## config.mk

```make
export PLATFORM = sky130hd
export DESIGN_NAME = fft_frame_scheduler
export DESIGN_NICKNAME = d
export VERILOG_FILES = /design/src/rtl/fft_sched_pkg.sv /design/src/rtl/bit_reverse.sv /design/src/rtl/fft_frame_scheduler.sv
export SDC_FILE = /design/constraint.sdc
export NUM_CORES = 1
export LEC_CHECK = 0
export CAP_MARGIN = 40
export CORE_MARGIN = 2
export CORE_UTILIZATION = 30
export DETAILED_ROUTE_END_ITERATION = 8
export SYNTH_ARGS = -nofsm -noshare
export SYNTH_HDL_FRONTEND = slang
export SYNTH_SLANG_ARGS = --single-unit
```

## constraint.sdc

```tcl
create_clock -name CLK -period 2.6 [get_ports CLK]
set_input_delay 0.26 -clock CLK [delete_from_list [all_inputs] [get_ports CLK]]
set_output_delay 0.26 -clock CLK [all_outputs]
set_load 0.03 [all_outputs]
```

## src/rtl/fft_sched_pkg.sv

```systemverilog
// fft_sched_pkg: state encoding shared by the FFT frame scheduler.
package fft_sched_pkg;
    localparam int STATE_WL = 3;
    typedef enum logic [STATE_WL-1:0] {
        IDLE   = 3'd0,
        LOAD   = 3'd1,
        KICK   = 3'd2,
        RUN    = 3'd3,
        UNLOAD = 3'd4
    } state_t;
endpackage

```

## src/rtl/bit_reverse.sv

```systemverilog
// bit_reverse: combinational bit-order reversal over WL bits.
module bit_reverse #(
    parameter int WL = 5
) (
    input  logic [WL-1:0] val,
    output logic [WL-1:0] rev
);
    for (genvar i = 0; i < WL; i++) begin : g_bit
        assign rev[WL-1-i] = val[i];
    end
endmodule

```

## src/rtl/fft_frame_scheduler.sv

```systemverilog
// fft_frame_scheduler: load/kick/run/unload sequencer for the iterative FFT.
// FFT_SCHED_BITREV_EN stores input samples at bit-reversed addresses.
module fft_frame_scheduler
    import fft_sched_pkg::*;
#(
    parameter int AddrWL  = 5,
    parameter int FrameWL = 8
) (
    input  logic               CLK,
    input  logic               RST,
    input  logic               EN,
    input  logic               IN_VALID,
    output logic               IN_READY,
    output logic               LOAD_WE,
    output logic [AddrWL-1:0]  LOAD_ADDR,
    output logic               CORE_START,
    input  logic               CORE_DONE,
    output logic               OUT_VALID,
    input  logic               OUT_READY,
    output logic [AddrWL-1:0]  OUT_ADDR,
    output logic               OUT_LAST,
    output logic               BUSY,
    output logic [FrameWL-1:0] FRAME_CNT
);
    localparam logic [AddrWL-1:0] LAST = {AddrWL{1'b1}};
    state_t state;
    logic [AddrWL-1:0] cnt;
    logic [FrameWL-1:0] frame_cnt;
    logic done_seen;
    always_ff @(posedge CLK or posedge RST) begin
        if (RST) begin
            state     <= IDLE;
            cnt       <= '0;
            frame_cnt <= '0;
            done_seen <= 1'b0;
        end else begin
            // done is captured even with EN low so a frozen core pulse is not lost
            if (CORE_DONE && (state == KICK || state == RUN))
                done_seen <= 1'b1;
            if (EN) begin
                case (state)
                    IDLE: begin
                        state <= LOAD;
                        cnt   <= '0;
                    end
                    LOAD: if (IN_VALID) begin
                        cnt <= cnt + 1'b1;
                        if (cnt == LAST)
                            state <= KICK;
                    end
                    KICK: state <= RUN;
                    RUN: if (done_seen) begin
                        state     <= UNLOAD;
                        cnt       <= '0;
                        done_seen <= 1'b0;
                    end
                    UNLOAD: if (OUT_READY) begin
                        cnt <= cnt + 1'b1;
                        if (cnt == LAST) begin
                            state     <= IDLE;
                            frame_cnt <= frame_cnt + 1'b1;
                        end
                    end
                    default: state <= IDLE;
                endcase
            end
        end
    end
    assign IN_READY   = EN && state == LOAD;
    assign LOAD_WE    = IN_VALID && IN_READY;
    assign CORE_START = EN && state == KICK;
    assign OUT_VALID  = EN && state == UNLOAD;
    assign OUT_ADDR   = cnt;
    assign OUT_LAST   = OUT_VALID && cnt == LAST;
    assign BUSY       = state != IDLE;
    assign FRAME_CNT  = frame_cnt;
`ifdef FFT_SCHED_BITREV_EN
    bit_reverse #(.WL(AddrWL)) u_rev (.val(cnt), .rev(LOAD_ADDR));
`else
    assign LOAD_ADDR = cnt;
`endif
endmodule

```

# Word level (Yosys, flattened, before mapping)
# Cells that the tools add are included.
totals:
  register_bits: 17
  in_bits: 6
  out_inout_bits: 24
  elab_cells: 43
op_classes:
  addsub: 2
  n_eq_ne: 10
  n_mux: 14
  reduce_logical: 13
op_table:
  columns: ["op", "n"]
  rows:
  - ["$pmux W5 S4", 1]
  - ["$mux W3", 5]
  - ["$mux W5", 3]
  - ["$pmux W3 S5", 1]
  - ["$ne A2 B2 Y1 const B", 5]
  - ["$add A8 B1 Y8 const B", 1]
  - ["$eq A3 B2 Y1 const B", 2]
  - ["$logic_and A1 B1 Y1", 6]
  - ["$reduce_and A6 Y1", 1]
  - ["$add A5 B1 Y5 const B", 1]
  - ["$eq A5 B5 Y1 const B", 1]
  - ["$reduce_and A5 Y1", 1]
  - ["$mux W1", 4]
  - ["$reduce_and A4 Y1", 1]
  - ["$reduce_bool A4 Y1", 1]
  - ["$eq A3 B1 Y1 const B", 1]
  - ["$eq A3 B3 Y1 const B", 1]
  - ["$logic_not A3 Y1", 1]
  - ["$reduce_bool A3 Y1", 1]
  - ["$logic_or A1 B1 Y1", 1]

# Longest topological paths before layout
logic_depth:
  ltp_word: 7
  depth_mapped: 7
  mapped_depth_nobuf: 6

# Worst setup path before layout
# OpenSTA, ideal clock, no wires.
synth_timing:
  path_kind: "register to register"
  from: "register cnt[1], in the netlist LOAD_ADDR[1]"
  to: "register frame_cnt[1], in the netlist FRAME_CNT[1]"
  setup_time_ps: 127
  t_arrival_ps: 1768
  t_required_ps: 2473
  setup_slack_ps: 704
  stages_incl_launch_ff: 7
  n_path_buf: 1
  synth_period_minus_slack_ps: 1896
  cell_sequence: "dfrtp_1 -> ha_1 -> and3_1 -> ha_1 -> and3_1 -> buf_6 -> mux2_1"
synth_between:
  elab_chain_len: 2
synth_lines:
  columns: ["element", "line_no", "text"]
  rows:
  - ["start: declaration", "fft_frame_scheduler.sv:27", "logic [AddrWL-1:0] cnt;"]
  - ["start signal: assignment", "fft_frame_scheduler.sv:47", "cnt <= cnt + 1'b1;"]
  - ["start signal: assignment", "fft_frame_scheduler.sv:58", "cnt <= cnt + 1'b1;"]
  - ["$eq A5 B5 Y1", "fft_frame_scheduler.sv:59", "if (cnt == LAST) begin"]
  - ["$reduce_and A4 Y1 (no source line)", null, null]
  - ["end signal: assignment", "fft_frame_scheduler.sv:61", "frame_cnt <= frame_cnt + 1'b1;"]
  - ["end: declaration", "fft_frame_scheduler.sv:28", "logic [FrameWL-1:0] frame_cnt;"]
# No other way between the ends.
# A chain may end at the register's enable or synchronous reset.

# Worst setup path in the final report
layout_timing:
  from: "input EN"
  to: "output LOAD_WE"
layout_between:
  elab_chain_len: 2
layout_lines:
  columns: ["element", "line_no", "text"]
  rows:
  - ["start: declaration", "fft_frame_scheduler.sv:11", "input logic EN,"]
  - ["$logic_and A1 B1 Y1", "fft_frame_scheduler.sv:69", "assign IN_READY = EN && state == LOAD;"]
  - ["$logic_and A1 B1 Y1", "fft_frame_scheduler.sv:70", "assign LOAD_WE = IN_VALID && IN_READY;"]
  - ["end: declaration", "fft_frame_scheduler.sv:14", "output logic LOAD_WE,"]
# No other way between the ends.

==> results.md <==
Power:
- The worst-case IR drop observed on VDD is 0.270 mV.
- Sequential cells burn 37.1% of the power.
- Of the total power, the share spent switching nets is 44.8%.
- In this run the static leakage power is 0.000607 µW.
- The power density over cell area is 804 nW/µm².
- The net switching power is 490 µW.
- The clock network accounts for 12.6% of the total power.
- The internal power component is 604 µW.
- The power share of the combinational group is 50.3%.

Layout:
- Across the whole layout, storage elements account for 425 µm².
- The post-layout net count is 147.
- The finished layout holds 183 standard cells, fillers aside.
- The multi-input gate area in the final layout is 523 µm².
- The area added between synthesis and finish is 29.6%.
- The core occupancy in the finished layout is 40.7%.
- The post-route netlist has 2.92% of its cells at a drive strength greater than 1.
- The count of filler cells inserted in the layout is 349.
- The count of antenna diodes in the layout is 0.

Floorplanning:
- The standard-cell row count is 21.
- The floorplan step set the die width to 63.1 µm.
- Once the floorplan was initialized, standard cells occupied 31.4% of the core.
- The I/O pin count is 30.
- The die footprint is 3980 µm².
- The core box area is 3340 µm².
- The y dimension of the die is 63.1 µm.

Drt:
- The number of routed nets with antenna violations is 0.
- The total via count after detailed routing is 931.
- The detailed router finished its first iteration with 48 violations.
- The sum of routed wire length over all layers is 2380 µm.
- The detailed-router iteration count before antenna repair is 4.
- For this run, design rule violations remaining after detail routing come to 0.
- In the final routed layout, each cell accounts on average for 13.0 µm.
- The per-cell via count in the routed design is 5.09.

Clock tree:
- The number of buffers added by the clock tree synthesis step is 3.
- The CTS tree is done.
- For this design, the sink count on the clock tree is 17.
- The root buffer cell chosen for the clock tree is sky130_fd_sc_hd__clkbuf_4.
- After clock tree synthesis, the setup repair step added 0 buffers.
- CTS built an H-tree with a depth of 1.
- Clock-pin slew was measured on the worst setup and hold paths at 0.10 ns.
- The later pin in the worst-skew pair is clocked with a latency of 0.28 ns.
- The largest buffer count on any clock path is 2.

Timing:
- Based on the critical path, the design can be clocked at up to 434 MHz.
- The actual slew at the worst max-slew pin is 0.665 ns.
- Setup repair after global routing left no endpoint under its margin.
- Across the routed clock network, the largest skew measured is 0.00139 ns.
- The total count of max-transition violations in the final report is 0.
- The worst path in the final design needs a cycle of 2.30 ns, including I/O delays and setup.
- The worst slew margin relative to its limit is 55.6%.
- Setup violations remaining at the end of the flow were counted as 0.
- The worst path uses 88.5% of the clock period.
- The final hold violation count is 0.
- The final setup TNS is 0 ns.
- Final hold analysis gives a worst-case slack of 0.369 ns.

Placed design:
- The number of buffer cells added on primary ports is 29.
- The cell total after placement is 179.
- Routability-driven placement finished with a final weighted congestion of 0.844.
- Detailed placement ended at an HPWL of 1760 µm.

Synthesis:
- Sequential elements use 40.6% of the synthesized area.
- The post-synthesis instance total is 113.
- Averaged over all synthesized cells, the footprint is 9.28 µm².
- The post-synthesis instance area is 1050 µm².
- The count of synthesis-stage warnings from yosys is 0.
- The synthesized design contains 17 register bits.
- The number of different library cells in the post-synthesis netlist is 37.
- The net count of the mapped netlist is 122.

Global route:
- The initial antenna violation count is 0.
- The total congestion overflow is 0.
- The via count of the first global-routing pass is 892.
- Entering global routing, the biggest net connects 18 pins.
- The first global-routing pass estimated 4110 µm of wire.
- In the global route stage, overall resource usage came out at 12.5%.

Critical path:
- The worst setup path is launched from an input pin.
- The endpoint required time on the critical path is 2.34 ns.
- The data arrival time of the critical path is 2.04 ns.
- The worst setup path category is in -> out.
- STA classifies the critical path endpoint as an output port.
- The largest fanout on the critical path is 9.

Hold path:
- The worst min-delay path category is in -> async.

Run status:
- The run finished with clean final reports.

Run:
- The number of max-cap violations is 0.
[worst max-delay path: stages]
cell and delay (ns):
sky130_fd_sc_hd__clkdlybuf4s50_1 0.64, sky130_fd_sc_hd__or2b_1 0.31, sky130_fd_sc_hd__nor3_1 0.14, sky130_fd_sc_hd__clkdlybuf4s50_1 0.70
[power by group through the flow]
stage	Sequential (µW)	Clock [µW]	Combinational [µW]
after floorplan	400	0	393
after global placement	407	0	544
after detailed placement	409	0	548
after CTS	403	143	552
after global routing	419	153	594
final	406	138	550
[synth_stat cells]
master / n / area (µm²)
sky130_fd_sc_hd__nor4_1: 1 / 6.26
sky130_fd_sc_hd__or3_1: 1 / 6.26
sky130_fd_sc_hd__nor3_1: 3 / 15.0
sky130_fd_sc_hd__buf_4: 5 / 37.5
sky130_fd_sc_hd__xnor2_1: 6 / 52.6
sky130_fd_sc_hd__clkbuf_1: 1 / 3.75
sky130_fd_sc_hd__nor2b_1: 1 / 6.26
sky130_fd_sc_hd__mux2_1: 1 / 11.3
sky130_fd_sc_hd__a31oi_1: 3 / 18.8
sky130_fd_sc_hd__o32a_1: 1 / 10.0
sky130_fd_sc_hd__o221ai_1: 1 / 8.76
sky130_fd_sc_hd__buf_6: 2 / 22.5
sky130_fd_sc_hd__a22o_1: 2 / 17.5
sky130_fd_sc_hd__nor2_1: 7 / 26.3
sky130_fd_sc_hd__nand3b_1: 2 / 15.0
sky130_fd_sc_hd__a21oi_1: 5 / 25.0
sky130_fd_sc_hd__o21a_1: 2 / 15.0
sky130_fd_sc_hd__o21ai_0: 6 / 30.0
sky130_fd_sc_hd__and3_1: 6 / 37.5
sky130_fd_sc_hd__o211ai_1: 1 / 7.51
sky130_fd_sc_hd__inv_1: 7 / 26.3
sky130_fd_sc_hd__nand4b_1: 2 / 17.5
sky130_fd_sc_hd__a41oi_1: 1 / 8.76
sky130_fd_sc_hd__ha_1: 3 / 37.5
sky130_fd_sc_hd__and2_1: 1 / 6.26
sky130_fd_sc_hd__and4bb_1: 1 / 12.5
sky130_fd_sc_hd__buf_2: 2 / 10.0
sky130_fd_sc_hd__dfrtp_1: 17 / 425
sky130_fd_sc_hd__o22ai_1: 1 / 6.26
sky130_fd_sc_hd__nand4_1: 6 / 37.5
sky130_fd_sc_hd__or2b_1: 2 / 15.0
sky130_fd_sc_hd__nand2b_1: 2 / 12.5
sky130_fd_sc_hd__nand3_1: 2 / 10.0
sky130_fd_sc_hd__nand2_1: 6 / 22.5
sky130_fd_sc_hd__mux2i_1: 1 / 10.0
sky130_fd_sc_hd__xor2_1: 1 / 8.76
sky130_fd_sc_hd__o311ai_0: 1 / 8.76
[registers in the layout, summed over array words and instances, names as in the netlist]
name and cells:
FRAME_CNT 8, LOAD_ADDR 5, done_seen 1, state 3
[stage by stage]
| step | total power [µW] | setup slack (ns) | instance area (µm²) |
|---|---|---|---|
| floorplan | 793 | 0.704 | 1050 |
| global placement | 951 | 0.338 | 1330 |
| detailed placement | 957 | 0.311 | 1330 |
| CTS | 1100 | 0.117 | 1360 |
| global route | 1170 | 0.182 | 1360 |
| finish | 1090 | 0.298 | 1360 |
[kinds of logic (layout without fill, tap and decap cells)]
group           after synthesis  count (layout)  share of synthesized area [%]
compound gates               24              24                           14.9
xor+xnor                      7               7                           5.85
fa+ha+maj                     3               3                           3.58
buf+inv                      17              41                           9.55
flops                        17              17                           40.6
mux                           2               2                           2.03
simple gates                 43              43                           23.5
[layer usage]
metal	vias to the layer above	GRT usage, %	share of wire (%)
li1	451	-	-
met1	445	17.2	48
met2	33	19.7	46
met3	2	1.96	5.3
met4	0	4.72	0.63
met5	-	0	0
[cell usage in the layout, fill, tap and decap left out, types with 2 or more instances in the layout]
master | Yosys | layout
sky130_fd_sc_hd__or2b_1 | 2 | 2
sky130_fd_sc_hd__nand3b_1 | 2 | 2
sky130_fd_sc_hd__inv_1 | 7 | 7
sky130_fd_sc_hd__o21a_1 | 2 | 2
sky130_fd_sc_hd__o21ai_0 | 6 | 6
sky130_fd_sc_hd__clkbuf_4 | 0 | 3
sky130_fd_sc_hd__nand3_1 | 2 | 2
sky130_fd_sc_hd__a21oi_1 | 5 | 5
sky130_fd_sc_hd__nor3_1 | 3 | 3
sky130_fd_sc_hd__clkdlybuf4s50_1 | 0 | 28
sky130_fd_sc_hd__a31oi_1 | 3 | 3
sky130_fd_sc_hd__nand2_1 | 6 | 6
sky130_fd_sc_hd__xnor2_1 | 6 | 6
sky130_fd_sc_hd__nor2_1 | 7 | 7
sky130_fd_sc_hd__dfrtp_1 | 17 | 17
sky130_fd_sc_hd__and3_1 | 6 | 6
sky130_fd_sc_hd__nand4_1 | 6 | 6
sky130_fd_sc_hd__ha_1 | 3 | 3
sky130_fd_sc_hd__a22o_1 | 2 | 2
sky130_fd_sc_hd__nand2b_1 | 2 | 2
sky130_fd_sc_hd__nand4b_1 | 2 | 2
[timing repair]
action                     4_1_cts  5_1_grt
hold buffers                     0        0
gates resized for setup          0        1
setup endpoints to repair        0        1
[cell type report]
class                   instances  share of cell area, %
clock buffers                   4                   1.93
inverters                       7                   1.93
multi-input cells              79                   38.5
flip-flops and latches         17                   31.3
well taps                      46                   4.24
repair buffers                 30                   22.1
[final timing paths]
path | depth (start not counted) | slack, ns | from | to
setup / recovery | 4 | 0.30 | EN | LOAD_WE
hold / removal | 2 | 0.37 | RST | FRAME_CNT[3]$_DFFE_PP0P_
setup reg to reg | 5 | 0.67 | LOAD_ADDR[1]$_DFFE_PP0P_ | FRAME_CNT[1]$_DFFE_PP0P_
hold reg to reg | 1 | 0.47 | FRAME_CNT[7]$_DFFE_PP0P_ | FRAME_CNT[7]$_DFFE_PP0P_
max in group asynchronous | 2 | 1.81 | RST | LOAD_ADDR[1]$_DFFE_PP0P_
min in group CLK | 1 | 0.47 | FRAME_CNT[7]$_DFFE_PP0P_ | FRAME_CNT[7]$_DFFE_PP0P_
Note: power is estimated with default switching activity, not from simulation.
